**config.mk**
```make
export PLATFORM = sky130hd
export DESIGN_NAME = pipe_skid_reg
export DESIGN_NICKNAME = d
export VERILOG_FILES = /design/src/rtl/pipe_pkg.sv /design/src/rtl/sat_counter.sv /design/src/rtl/pipe_skid_reg.sv
export SDC_FILE = /design/constraint.sdc
export NUM_CORES = 1
export LEC_CHECK = 0
export ABC_AREA = 1
export CAP_MARGIN = 30
export CELL_PAD_IN_SITES_DETAIL_PLACEMENT = 1
export CELL_PAD_IN_SITES_GLOBAL_PLACEMENT = 2
export CORE_UTILIZATION = 37
export CTS_BUF_LIST = sky130_fd_sc_hd__clkbuf_8
export DETAILED_ROUTE_END_ITERATION = 8
export DONT_BUFFER_PORTS = 1
export PLACE_DENSITY_LB_ADDON = 0.1
export SETUP_SLACK_MARGIN = 0.2
export SLEW_MARGIN = 0
export SYNTH_ARGS = -nofsm -noshare
export SYNTH_HDL_FRONTEND = slang
export SYNTH_SLANG_ARGS = --single-unit
export TNS_END_PERCENT = 30
```
**constraint.sdc**
```tcl
create_clock -name clk -period 4 [get_ports clk]
set_input_delay 0.6 -clock clk [delete_from_list [all_inputs] [get_ports clk]]
set_output_delay 0.6 -clock clk [all_outputs]
set_load 0.02 [all_outputs]
```
**src/rtl/pipe_pkg.sv**
```systemverilog
// Shared types and constants for the valid/ready pipeline-stage register family.
package pipe_pkg;

  typedef enum logic [1:0] {
    StEmpty,
    StOne,
    StTwo
  } state_e;

  // Zero encodes a nop; cleared payloads are replicated from this bit.
  localparam bit NOP_WORD = 1'b0;

  localparam int unsigned DEF_WIDTH  = 32;
  localparam int unsigned DEF_NFIELD = 4;
  localparam int unsigned PAYLOAD_W  = DEF_WIDTH * DEF_NFIELD;

endpackage

```
**src/rtl/sat_counter.sv**
```systemverilog
// Saturating up-counter with synchronous clear; holds at all-ones.
module sat_counter #(
  parameter int unsigned W = 16
) (
  input  logic         clk,
  input  logic         inc,
  input  logic         clr,
  output logic [W-1:0] value
);

  logic [W-1:0] value_q;

  always_ff @(posedge clk) begin
    if (clr) begin
      value_q <= '0;
    end else if (inc && (value_q != {W{1'b1}})) begin
      value_q <= value_q + W'(1);
    end
  end

  assign value = value_q;

endmodule

```
**src/rtl/pipe_skid_reg.sv**
```systemverilog
// Pipeline-stage register with valid/ready handshake, optional two-entry skid buffer,
// synchronous flush to a nop bubble, occupancy and a saturating stall counter.
module pipe_skid_reg
  import pipe_pkg::*;
#(
  parameter int unsigned WIDTH  = 32,
  parameter int unsigned NFIELD = 4,
  parameter int unsigned SKID   = 1,
  parameter int unsigned CNTW   = 16
) (
  input  logic                     clk,
  input  logic                     reset,
  input  logic                     flush,
  input  logic                     in_valid,
  output logic                     in_ready,
  input  logic [NFIELD*WIDTH-1:0]  in_data,
  output logic                     out_valid,
  input  logic                     out_ready,
  output logic [NFIELD*WIDTH-1:0]  out_data,
  output logic [1:0]               occupancy,
  output logic [CNTW-1:0]          stall_cnt
);

  localparam int unsigned PW = NFIELD * WIDTH;
  localparam logic [PW-1:0] Nop = {PW{NOP_WORD}};

  logic [PW-1:0] main_q, main_d;
  logic          main_valid_q, main_valid_d;
  logic          skid_valid;
  logic          in_fire, out_fire;
  logic          stall_inc;

  assign out_valid = main_valid_q;
  assign out_data  = main_q;
  assign in_fire   = in_valid && in_ready;
  assign out_fire  = main_valid_q && out_ready;
  assign occupancy = {1'b0, main_valid_q} + {1'b0, skid_valid};
  assign stall_inc = main_valid_q && !out_ready;

  generate
    if (SKID != 0) begin : g_skid
      state_e        state_q, state_d;
      logic [PW-1:0] skid_q, skid_d;
      logic          skid_valid_q, skid_valid_d;

      // Registered ready: only flush (and reset) act combinationally.
      assign in_ready   = !reset && !flush && (state_q != StTwo);
      assign skid_valid = skid_valid_q;

      always_comb begin
        state_d      = state_q;
        main_d       = main_q;
        main_valid_d = main_valid_q;
        skid_d       = skid_q;
        skid_valid_d = skid_valid_q;
        unique case (state_q)
          StEmpty: begin
            if (in_fire) begin
              main_d       = in_data;
              main_valid_d = 1'b1;
              state_d      = StOne;
            end
          end
          StOne: begin
            if (in_fire && out_fire) begin
              main_d = in_data;
            end else if (in_fire) begin
              skid_d       = in_data;
              skid_valid_d = 1'b1;
              state_d      = StTwo;
            end else if (out_fire) begin
              main_d       = Nop;
              main_valid_d = 1'b0;
              state_d      = StEmpty;
            end
          end
          StTwo: begin
            if (out_fire) begin
              main_d       = skid_q;
              skid_d       = Nop;
              skid_valid_d = 1'b0;
              state_d      = StOne;
            end
          end
          default: state_d = StEmpty;
        endcase
        if (flush) begin
          state_d      = StEmpty;
          main_d       = Nop;
          main_valid_d = 1'b0;
          skid_d       = Nop;
          skid_valid_d = 1'b0;
        end
      end

      always_ff @(posedge clk) begin
        if (reset) begin
          state_q      <= StEmpty;
          main_q       <= Nop;
          main_valid_q <= 1'b0;
          skid_q       <= Nop;
          skid_valid_q <= 1'b0;
        end else begin
          state_q      <= state_d;
          main_q       <= main_d;
          main_valid_q <= main_valid_d;
          skid_q       <= skid_d;
          skid_valid_q <= skid_valid_d;
        end
      end
    end else begin : g_single
      assign in_ready   = !flush && (!main_valid_q || out_ready);
      assign skid_valid = 1'b0;

      always_comb begin
        main_d       = main_q;
        main_valid_d = main_valid_q;
        if (flush) begin
          main_d       = Nop;
          main_valid_d = 1'b0;
        end else if (in_fire) begin
          main_d       = in_data;
          main_valid_d = 1'b1;
        end else if (out_fire) begin
          main_d       = Nop;
          main_valid_d = 1'b0;
        end
      end

      always_ff @(posedge clk) begin
        if (reset) begin
          main_q       <= Nop;
          main_valid_q <= 1'b0;
        end else begin
          main_q       <= main_d;
          main_valid_q <= main_valid_d;
        end
      end
    end
  endgenerate

  sat_counter #(
    .W(CNTW)
  ) u_stall_cnt (
    .clk  (clk),
    .inc  (stall_inc),
    .clr  (reset),
    .value(stall_cnt)
  );

endmodule
```
-- After elaboration in Yosys (flattened, before gate mapping)
Index checks and enable logic that the tools add are counted.
- flip-flop bits (word level): 276
- output and inout port bits: 148
- add/subtract/negate cells: 2
- equal/unequal tests: 13
- muxes and demuxes: 21
- reduce and logical (&&, ||, !) cells: 19
- operators by type and width (cell ; number):
    $mux W128 ; 6
    $pmux W128 S3 ; 1
    $pmux W128 S2 ; 1
    $add A16 B1 Y16 const B ; 1
    $ne A16 B16 Y1 const B ; 1
    $ne A2 B2 Y1 const B ; 7
    $mux W2 ; 5
    $reduce_and A5 Y1 ; 2
    $ne A3 B3 Y1 const B ; 3
    $reduce_and A4 Y1 ; 2
    $logic_and A1 B1 Y1 ; 7
    $pmux W2 S3 ; 1
    $mux W1 ; 5
    $pmux W1 S2 ; 2
    $reduce_bool A2 Y1 ; 2
    $logic_not A1 Y1 ; 3
    $reduce_bool A3 Y1 ; 1
    $add A1 B1 Y2 ; 1
    $eq A2 B1 Y1 const B ; 1
    $eq A2 B2 Y1 const B ; 1
    $logic_not A2 Y1 ; 1
    $reduce_or A2 Y1 ; 1

-- Depth between registers and ports, before layout
Gate-level depths: netlist of the first run.
- depth after elaboration: 7
- gate-level depth with buffers: 11

-- Hierarchy
From an unflattened synthesis of the first run, not the netlist that was laid out.
- cells, all modules: 1637
- area, all modules: 11930.2 sq um
- modules (own cells, without submodules) (module ; instances ; cells each ; area an instance (sq um) ; seq. area each (sq um)):
    pipe_skid_reg ; 1 ; 1488 ; 11000.6 ; 5205.0
    sat_counter ; 1 ; 149 ; 929.6 ; 320.3

-- Worst setup path after synthesis of the first run
Ideal clock, no wire load.
- path kind: input to output
- start: input port flush
- end: output port in_ready
- arrival time: 1.302 ns
- required time: 3.400 ns
- slack: 2.098 ns
- cell stages on the path: 4
- path buffers: 1
- path through: nor2_4 -> inv_2 -> clkbuf_1 -> nor2_1
- longest elaborated chain between the ends: 3
- ends and longest elaborated chain (item ; line ; RTL):
    start, declared ; pipe_skid_reg.sv:13 ; input logic flush,
    $logic_not A1 Y1 ; pipe_skid_reg.sv:47 ; assign in_ready = !reset && !flush && (state_q != StTwo);
    $logic_and A1 B1 Y1 (2 in a row) ; pipe_skid_reg.sv:47 ;
    end, declared ; pipe_skid_reg.sv:15 ; output logic in_ready,
Every way passes these cells.

-- Worst setup path after layout of the first run
- start: register g_skid.state_q[0]
- end: register g_skid.skid_q[17]
- longest elaborated chain between the ends: 6
- ends and longest elaborated chain (item ; line ; RTL):
    start, declared ; pipe_skid_reg.sv:42 ; state_e state_q, state_d;
    start signal, assigned ; pipe_skid_reg.sv:98 ; state_q <= StEmpty;
    start signal, assigned ; pipe_skid_reg.sv:104 ; state_q <= state_d;
    $ne A2 B2 Y1 ; pipe_skid_reg.sv:47 ;
    $logic_and A1 B1 Y1 ; pipe_skid_reg.sv:47 ;
    $logic_and A1 B1 Y1 ; pipe_skid_reg.sv:35 ; assign in_fire = in_valid && in_ready;
    $logic_and A1 B1 Y1 ; pipe_skid_reg.sv:65 ; if (in_fire && out_fire) begin
    $ne A2 B2 Y1 (no source line) ; - ;
    $reduce_and A4 Y1 (no source line) ; - ;
    end signal, assigned ; pipe_skid_reg.sv:101 ; skid_q <= Nop;
    end signal, assigned ; pipe_skid_reg.sv:107 ; skid_q <= skid_d;
    end, declared ; pipe_skid_reg.sv:43 ; logic [PW-1:0] skid_q, skid_d;
Several ways; a longest one is shown, not always the timed one.
A chain may end at the register's enable or synchronous reset.

==> results of run 1 <==
power by group through the flow:
stage	clock (mW)	combinational, mW	sequential [mW]
floorplan	0	0.527	3.02
global placement	0	0.641	3.05
detailed placement	0	0.657	3.05
CTS	2.64	0.661	2.99
global route	2.78	0.756	3.00
finish	2.54	0.643	2.99
logic make-up after synthesis:
kind of cell | count (synthesis) | synth area share [%]
AOI/OAI and AO/OA | 274 | 10.9
DFF | 276 | 43.8
adders and majority gates | 6 | 0.595
xor gates and xnor gates | 7 | 0.486
and+or+nand+nor | 1027 | 31.0
buffers and inverters | 403 | 13.2
worst max-delay path, stage by stage, from the launching register on:
cell     delay, ns
dfxtp_1       0.39
inv_1         0.09
ha_1          0.30
inv_2         0.11
nand4_1       0.19
nand2_1       0.17
nand3_4       0.53
buf_12        0.48
nand2_1       0.12
a21oi_1       0.07
final timing paths:
check	endpoint	slack, ns
worst max-delay path	g_skid.skid_q[17]$_SDFFE_PP0P_	1.30
worst min-delay path	u_stall_cnt.value[12]$_SDFFE_PP0P_	0.09
worst max register to register	g_skid.skid_q[17]$_SDFFE_PP0P_	1.30
worst min register to register	g_skid.skid_q[107]$_SDFFE_PP0P_	0.46
per-layer routing:
metal  GRT usage [%]  vias to the layer above  share of wire [%]  wire length (um)
met1            25.9                     5323                 43             16400
li1                -                     5859                  -                 -
met4            5.20                        0                1.6               598
met5               0                        -                  0                 0
met2            36.4                      235                 46             17300
met3            8.91                       40                9.1              3450
registers in the layout, summed over array words and instances (netlist names):
name and cells:
out_data 128, g_skid.skid_valid_q 1, g_skid.skid_q 128, out_valid 1
u_stall_cnt.value 16, g_skid.state_q 2
layout make-up:
type                            count  area [um2]  area share (%)
Inverter                          288        1080            7.88
Sequential cell                   276        5530            40.2
Multi-Input combinational cell   1314        5470            39.8
Tap cell                          448         561            4.08
Clock inverter                     33         129           0.937
Clock buffer                       60         826            6.00
Timing Repair Buffer               13         160            1.16
through the flow:
| step | util [%] | instances | cell area, um2 | total power, mW | setup WS (ns) |
|---|---|---|---|---|---|
| floorplan | - | 1993 | 12600 | 3.55 | 2.10 |
| detailed placement | 38.2 | 2339 | 12800 | 3.71 | 1.31 |
| global route | 41.0 | 2432 | 13800 | 6.53 | 1.07 |
| finish | 41.0 | 2432 | 13800 | 6.18 | 1.30 |
| global placement | 38.2 | 2339 | 12800 | 3.69 | 1.33 |
| CTS | 41.0 | 2432 | 13800 | 6.29 | 1.30 |
cell usage in the layout, fill, tap and decap left out, drive strengths merged, types with 2 or more instances in the layout:
cell / n
nand2: 711
ha: 6
nand3: 12
inv: 319
a21oi: 271
clkbuf: 60
nand4: 10
xnor2: 3
xor2: 4
o21ai: 2
nor2: 292
buf: 13
dfxtp: 276
==> metrics.csv, run 1 <==
stage,metric,value,unit
floorplanning,num rows,67,
grt,total grt overflow,0,
clock_tree,clk_lat worst skew,0.58,ns
clock_tree,clock slew at reported path FFs,0.06,ns
floorplanning,core area,0.0335,mm2
critical_path,Setup crit end kind,register,
power,Pleak,5.78,nW
drt,initial detailed-routing violation count,426,
min_path,min-delay src,reset,
power,Pint,4.37,mW
yosys,"area leader, netlist",dfxtp_1,
critical_path,Critical Path AT,3.11,ns
min_path,hold path depth,1,
floorplanning,DIE AREA,0.0348,mm2
clock_tree,CTS tree,built,
floorplanning,die height,187,um
yosys,Cell variety after synth,22,
power,clock power share,41.2,%
drt,routed wire length,37.7,mm
yosys,synthesized area,0.0126,mm2
power,Net Sw Power,1.81,mW
grt,largest net degree at the start of global routing,137,
outcome,status,finished clean,
sta,transition time at the pin with the least slew margin,0.956,ns
drt,DRT Pass-1 Iters,4,
yosys,Post-Syn Nets,2132,
clock_tree,"Hold-fix buffers, CTS",0,
floorplanning,I/O pin total,281,
yosys,sequential area share after synthesis,43.8,%
drt,WL/cell,15.5,um
place,routability congestion estimate,0.757,
clock_tree,Clock Sinks,276,
floorplanning,die width,187,um
power,power density cells,449,mW/mm2
yosys,Post-Synthesis Cells,1993,
sta,RSZ-0062 raised after global routing,false,
critical_path,startpoint types,register,
floorplanning,Initial Util,37.6,%
sta,Final Max Tran Viols,0,
clock_tree,Post-CTS Setup Bufs,0,
clock_tree,clk buf depth,3,
sta,Slew HR,36.3,%
yosys,Post-synth EDFFs,0,
critical_path,maximum fanout along the worst path,79,
layout,Area Growth Syn to Fin,9.02,%
yosys,Post-synth top flop,dfxtp_1,
grt,Total GRT Usage,21.8,%
yosys,Syn Area/Cell,6.33,um2
layout,layout cells sized above 1,4.59,%
place,DP HPWL,23.2,mm
layout,fill count,4447,
drt,via count,11457,
grt,first-pass GRT wire length,62.2,mm
clock_tree,CTS root buf,clkbuf_8,
run,Max Cap Violations,0,
yosys,cell with the most instances after synthesis,nand2_1,
clock_tree,Inserted Clock Buffers,52,
sta,setup_tns,0,ns
grt,vias in the first global route,11782,
yosys,"top cells by count, synth","nand2_1, nor2_1, inv_1",
yosys,top-area cell type share of the netlist area,43.8,%
layout,# diodes,0,
sta,min cycle time layout,2.70,ns
power,Switching Share,29.3,%
clock_tree,CTS resizes,0,
power,power share of the combinational group,10.4,%
sta,achievable frequency,370,MHz
sta,Hold WS,0.0912,ns
critical_path,crit path launch,g_skid.state_q[0]$_SDFFE_PP0P_,
critical_path,WS Path Type,reg -> reg,
min_path,HP Class,in -> reg,
drt,drt drc,0,
critical_path,R2R cell count,9,
yosys,Seq cells post-synth,276,
sta,Final Setup Violations,0,
sta,Final Hold Viols,0,
drt,vias per cell,4.71,
critical_path,reg2reg start,g_skid.state_q[0]$_SDFFE_PP0P_,
power,Max IR drop VDD,256,uV
drt,Routed Antenna Nets,0,
sta,Setup Skew,0.0184,ns
layout,fin nets,2084,
yosys,synth top area cells,"dfxtp_1, nand2_1, a21oi_1",
clock_tree,H-tree levels,2,
yosys,async set-reset flop share out of synthesis,0,%
grt,initial antenna violation count,0,
power,Seq pwr share,48.4,%
sta,final period utilization,67.6,%
critical_path,CP Data Required Time,4.41,ns
place,Buffers on Ports,0,
yosys,Synth Warn #,0,
Note: power is estimated with default switching activity, not from simulation.
==> inputs of run 2 (changes only) <==
Settings changed: CORE_UTILIZATION 37 to 35.
Clock period 4 ns to 2.55 ns, I/O delays scaled along.
==> metrics.csv, run 2 (synthesis gave the netlist of run 1 again) <==
stage,metric,value,unit,change
critical_path,slowest CP cell,ha_1,,was nand3_4
place,DP HPWL,24.9,mm,was 23.2 mm
critical_path,maximum fanout along the worst path,30,,was 79
grt,vias in the first global route,12114,,was 11782
clock_tree,Clock Sinks,276,,unchanged
clock_tree,clk buf depth,3,,unchanged
power,clock power share,43.0,%,was 41.2%
sta,Final Max Tran Viols,0,,unchanged
critical_path,Critical Path AT,2.74,ns,was 3.11 ns
power,Seq pwr share,44.5,%,was 48.4%
power,Net Sw Power,3.05,mW,was 1.81 mW
floorplanning,DIE AREA,0.0368,mm2,was 0.0348 mm2
power,Max IR drop VDD,398,uV,was 256 uV
critical_path,CP Data Required Time,3.09,ns,was 4.41 ns
power,Power Total,10.5,mW,was 6.18 mW
critical_path,CP Cell Sequence,inv_1 > ha_1 > nand2_4 > buf_4 > nor2_1 > nor2_1 > a21oi_1,,was inv_1 > ha_1 > inv_2 > nand4_1 > nand2_1 > nand3_4 > buf_12 > nand2_1 > a21oi_1
place,routability congestion estimate,0.763,,was 0.757
sta,achievable frequency,453,MHz,was 370 MHz
grt,largest net degree at the start of global routing,80,,was 137
place,Buffers on Ports,0,,unchanged
critical_path,WS Path Type,reg -> reg,,unchanged
floorplanning,I/O pin total,281,,unchanged
power,Switching Share,29.0,%,was 29.3%
power,power share of the combinational group,12.5,%,was 10.4%
floorplanning,die height,192,um,was 187 um
layout,most frequent cells in the layout,"nand2_1, inv_1, nor2_1, dfxtp_1, a21oi_1",,unchanged
layout,fin nets,2246,,was 2084
critical_path,Setup crit end kind,register,,unchanged
critical_path,worst stage delay on the critical path,0.59,ns,was 0.53 ns
floorplanning,num rows,69,,was 67
drt,WL/cell,15.7,um,was 15.5 um
sta,min cycle time layout,2.21,ns,was 2.70 ns
sta,Final Setup Violations,0,,unchanged
sta,setup_tns,0,ns,unchanged
critical_path,Crit path buffers/inverters,2,,was 3
layout,layout cells sized above 1,6.53,%,was 4.59%
drt,DRT Pass-1 Iters,4,,unchanged
sta,transition time at the pin with the least slew margin,0.894,ns,was 0.956 ns
sta,Setup Skew,0.0154,ns,was 0.0184 ns
power,Pleak,6.57,nW,was 5.78 nW
clock_tree,H-tree levels,2,,unchanged
floorplanning,die width,192,um,was 187 um
sta,slack of the critical path,0.343,ns,was 1.30 ns
drt,routed wire length,41.1,mm,was 37.7 mm
floorplanning,core area,0.0355,mm2,was 0.0335 mm2
drt,via count,12151,,was 11457
grt,total grt overflow,0,,unchanged
floorplanning,Initial Util,35.6,%,was 37.6%
drt,vias per cell,4.66,,was 4.71
drt,initial detailed-routing violation count,428,,was 426
place,pre-CTS setup slack,0.249,ns,was 1.31 ns
run,Max Cap Violations,0,,unchanged
power,power density cells,673,mW/mm2,was 449 mW/mm2
layout,"commonest non-fill, non-tap cell in the layout",nand2_1,,unchanged
critical_path,Crit path top cell by count,nor2_1,,was nand2_1
clock_tree,Inserted Clock Buffers,52,,unchanged
min_path,HP Class,in -> reg,,unchanged
power,Pint,7.47,mW,was 4.37 mW
sta,Slew HR,40.4,%,was 36.3%
clock_tree,CTS root buf,clkbuf_8,,unchanged
sta,Final Hold Viols,0,,unchanged
clock_tree,clk_lat worst skew,0.61,ns,was 0.58 ns
sta,RSZ-0062 raised after global routing,true,,was false
clock_tree,CTS tree,built,,unchanged
outcome,status,finished clean,,unchanged
clock_tree,clock slew at reported path FFs,0.06,ns,about the same
drt,drt drc,0,,unchanged
layout,Area Growth Syn to Fin,23.9,%,was 9.02%
critical_path,startpoint types,register,,unchanged
sta,final period utilization,86.6,%,was 67.6%
grt,Total GRT Usage,21.5,%,was 21.8%
grt,first-pass GRT wire length,63.4,mm,was 62.2 mm
grt,initial antenna violation count,7,,was 0
drt,Routed Antenna Nets,0,,unchanged
critical_path,Worst path top cell family by delay,adder cells,,was simple AND/OR/NAND/NOR gates
==> run 2: changes by cell type in the layout (fill, tap and decap cells not counted), sizes merged <==
cell | before | now
clkinvlp | 1 | 0
buf | 13 | 44
nand2 | 711 | 712
clkbuf | 60 | 71
bufinv | 0 | 1
dlygate4sd3 | 0 | 129
nand3 | 12 | 13
diode | 0 | 4
inv | 319 | 304
clkinv | 1 | 4
==> run 2: area by class of cell <==
cell class	count	area [um2]
clock buffers	71	977
flip-flops and latches	276	5530
multi-input cells	1316	5510
diodes	4	10.0
well taps	461	577
clock inverters	21	115
inverters	288	1080
fillers	4632	19900
repair buffers	173	1830
==> run 2: power by group through the flow <==
stage | Clock [mW] | Sequential, mW | Combinational (mW)
after floorplan | 0 | 4.74 | 0.826
after global placement | 0 | 4.78 | 1.07
after detailed placement | 0 | 4.78 | 1.10
after CTS | 4.70 | 4.69 | 1.32
after global routing | 4.88 | 4.70 | 1.49
final | 4.53 | 4.68 | 1.31
==> run 2: worst register-to-register path, stage by stage (launching register included) <==
cell and delay [ns]:
dfxtp_1 0.37, inv_1 0.10, ha_1 0.60, nand2_4 0.38, buf_4 0.36, nor2_1 0.11
nor2_1 0.05, a21oi_1 0.17
==> run 2: repair_timing <==
action	in CTS	in global routing
buffers inserted	0	2
hold endpoints to repair	272	0
hold buffers	129	0
endpoints found under the setup margin	0	219
resized for setup	0	3
==> run 2: worst paths after layout <==
check / startpoint / to / slack, ns / cells after the start
worst max-delay path: g_skid.state_q[1]$_SDFFE_PP0P_ / out_data[18]$_SDFFE_PP0P_ / 0.34 / 7
worst min-delay path: out_ready / u_stall_cnt.value[10]$_SDFFE_PP0P_ / 0.09 / 3
worst max register to register: g_skid.state_q[1]$_SDFFE_PP0P_ / out_data[18]$_SDFFE_PP0P_ / 0.34 / 7
worst min register to register: g_skid.skid_q[74]$_SDFFE_PP0P_ / g_skid.skid_q[74]$_SDFFE_PP0P_ / 0.46 / 2
==> run 2: metrics by stage <==
stage          hold slack (ns)  utilization (%)  std cells  cell area (um2)
6_report                0.0912             44.0       2610            15600
5_1_grt                 0.0914             44.0       2610            15600
4_1_cts                 0.0484             43.8       2602            15600
3_5_place_dp             0.452             37.1       2381            13200
3_3_place_gp             0.447             37.1       2381            13200
2_1_floorplan            0.439                -       1993            12600
==> run 2: per-layer routing <==
metal	vias up	track usage, %	wire (um)
met2	243	36.5	19200
li1	6185	-	-
met4	6	6.68	796
met5	-	0	36
met1	5657	25.7	18200
met3	60	6.96	2940
==> inputs of run 3 (changes only) <==
Settings changed: CORE_UTILIZATION 35 to 33, CTS_BUF_LIST sky130_fd_sc_hd__clkbuf_8 to unset, PLACE_DENSITY set to 0.82, PLACE_DENSITY_LB_ADDON 0.1 to unset, SKIP_LAST_GASP set to 1.
==> metrics.csv, run 3 (synthesis gave the netlist of run 1 again) <==
stage,metric,value,unit,change
outcome,status,finished clean,,unchanged
power,power share of the combinational group,12.3,%,was 12.5%
critical_path,Setup crit end kind,register,,unchanged
floorplanning,num rows,71,,was 69
clock_tree,CTS tree,built,,unchanged
critical_path,WS Path Type,reg -> reg,,unchanged
place,Buffers on Ports,0,,unchanged
critical_path,startpoint types,register,,unchanged
floorplanning,die width,198,um,was 192 um
layout,"commonest non-fill, non-tap cell in the layout",nand2_1,,unchanged
floorplanning,die height,198,um,was 192 um
critical_path,slowest CP cell,dfxtp_1,,was ha_1
critical_path,worst stage delay on the critical path,0.38,ns,was 0.59 ns
clock_tree,clk_lat worst skew,0.54,ns,was 0.61 ns
clock_tree,clock slew at reported path FFs,0.06,ns,about the same
clock_tree,CTS root buf,clkbuf_16,,was clkbuf_8
power,Pint,7.71,mW,was 7.47 mW
grt,total grt overflow,0,,unchanged
power,power density cells,687,mW/mm2,was 673 mW/mm2
grt,vias in the first global route,12496,,was 12114
critical_path,CP Cell Sequence,inv_1 > ha_1 > inv_2 > nand3_2 > a21oi_2 > nand2_4 > buf_12 > buf_12 > nand2_1 > nand2_1 > a21oi_1,,was inv_1 > ha_1 > nand2_4 > buf_4 > nor2_1 > nor2_1 > a21oi_1
sta,Setup Skew,0.0176,ns,was 0.0154 ns
clock_tree,clk buf depth,3,,unchanged
drt,DRT Pass-1 Iters,4,,unchanged
layout,fin nets,2221,,was 2246
sta,setup_tns,0,ns,unchanged
sta,RSZ-0062 raised after global routing,true,,unchanged
sta,final period utilization,85.1,%,was 86.6%
layout,final instance area,0.0156,mm2,about the same
critical_path,Critical Path AT,2.62,ns,was 2.74 ns
drt,routed wire length,40.8,mm,was 41.1 mm
power,Max IR drop VDD,415,uV,was 398 uV
clock_tree,H-tree levels,2,,unchanged
sta,Final Max Tran Viols,0,,unchanged
layout,layout cells sized above 1,4.71,%,was 6.53%
drt,vias per cell,4.64,,was 4.66
sta,Final Setup Violations,0,,unchanged
power,Net Sw Power,3.00,mW,was 3.05 mW
sta,min cycle time layout,2.17,ns,was 2.21 ns
power,Seq pwr share,43.8,%,was 44.5%
layout,fill count,4867,,was 4632
layout,most frequent cells in the layout,"nand2_1, nor2_1, inv_1, dfxtp_1, a21oi_1",,"was nand2_1, inv_1, nor2_1, dfxtp_1, a21oi_1"
place,Placed Area,0.0132,mm2,about the same
grt,largest net degree at the start of global routing,90,,was 80
place,DP HPWL,24.6,mm,was 24.9 mm
drt,drt drc,0,,unchanged
drt,WL/cell,15.6,um,was 15.7 um
grt,first-pass GRT wire length,64.6,mm,was 63.4 mm
grt,initial antenna violation count,5,,was 7
power,Pleak,6.41,nW,was 6.57 nW
drt,Routed Antenna Nets,0,,unchanged
min_path,HP Class,in -> reg,,unchanged
layout,"Core Util, Final",41.4,%,was 44.0%
floorplanning,core area,0.0377,mm2,was 0.0355 mm2
place,routability congestion estimate,0.745,,was 0.763
floorplanning,Initial Util,33.5,%,was 35.6%
critical_path,Crit path buffers/inverters,4,,was 2
sta,Final Hold Viols,0,,unchanged
critical_path,maximum fanout along the worst path,49,,was 30
critical_path,CP Data Required Time,3.00,ns,was 3.09 ns
power,clock power share,44.0,%,was 43.0%
grt,Total GRT Usage,20.5,%,was 21.5%
sta,Hold WS,0.0253,ns,was 0.0912 ns
clock_tree,Inserted Clock Buffers,35,,was 52
sta,transition time at the pin with the least slew margin,0.552,ns,was 0.894 ns
layout,FF/Latch Area,0.00553,mm2,unchanged
floorplanning,I/O pin total,281,,unchanged
sta,achievable frequency,461,MHz,was 453 MHz
drt,initial detailed-routing violation count,376,,was 428
run,Max Cap Violations,0,,unchanged
power,Switching Share,28.0,%,was 29.0%
layout,Area Growth Syn to Fin,23.5,%,was 23.9%
floorplanning,DIE AREA,0.0390,mm2,was 0.0368 mm2
clock_tree,Clock Sinks,276,,unchanged
critical_path,Worst path top cell family by delay,buffers and inverters,,was adder cells
sta,Slew HR,63.2,%,was 40.4%
drt,via count,12167,,was 12151
critical_path,FF-to-FF setup slack,0.38,ns,was 0.34 ns
layout,Multi-input gate area,0.00549,mm2,was 0.00551 mm2
## run 3: power by group through the flow
stage | logic [mW] | clock network, mW | registers [mW]
finish | 1.31 | 4.71 | 4.69
global placement | 1.06 | 0 | 4.78
floorplan | 0.826 | 0 | 4.74
detailed placement | 1.10 | 0 | 4.78
CTS | 1.32 | 4.86 | 4.69
global route | 1.49 | 5.02 | 4.70
## run 3: layout make-up
type                       instances  share of cell area, %
antenna                            6                 0.0964
clock buffer                      52                   6.16
clock inverter                     6                  0.554
inverter                         288                   6.95
multi-input combinational       1315                   35.2
sequential                       276                   35.5
tap                              511                   4.10
timing repair buffer             166                   11.5
## run 3: path summary, 6_finish.rpt
check / from / depth (start not counted) / endpoint
hold reg to reg: g_skid.skid_q[85]$_SDFFE_PP0P_ / 2 / g_skid.skid_q[85]$_SDFFE_PP0P_
setup / recovery: g_skid.state_q[0]$_SDFFE_PP0P_ / 11 / out_data[93]$_SDFFE_PP0P_
setup reg to reg: g_skid.state_q[0]$_SDFFE_PP0P_ / 11 / out_data[93]$_SDFFE_PP0P_
hold / removal: in_data[70] / 2 / g_skid.skid_q[70]$_SDFFE_PP0P_
## run 3: worst reg2reg max path, cell delays in order, from the launching register on
cell     delay (ns)
dfxtp_1        0.38
inv_1          0.08
ha_1           0.29
inv_2          0.11
nand3_2        0.14
a21oi_2        0.25
nand2_4        0.15
buf_12         0.20
buf_12         0.20
nand2_1        0.10
nand2_1        0.05
a21oi_1        0.17
## run 3: repair_timing
item,in CTS,in global routing
hold buffers,129,0
endpoints found under the hold margin,265,0
endpoints found under the setup margin,0,69
gates resized for setup,0,4
buffers inserted,0,3
## run 3: metal layers
layer  vias to the layer above  wire length, um  track usage (%)
met1                      5757            18100             24.1
met2                       217            19200             35.7
met3                        58             2590             5.89
met4                         0              866             6.55
li1                       6135                -                -
met5                         -                0                0
## run 3: stage by stage
step | std cells | setup WS (ns) | total power [mW]
2_1_floorplan | 1993 | 0.765 | 5.56
6_report | 2620 | 0.380 | 10.7
3_5_place_dp | 2423 | 0.298 | 5.88
5_1_grt | 2619 | 0.189 | 11.2
3_3_place_gp | 2422 | 0.382 | 5.84
4_1_cts | 2610 | 0.268 | 10.9
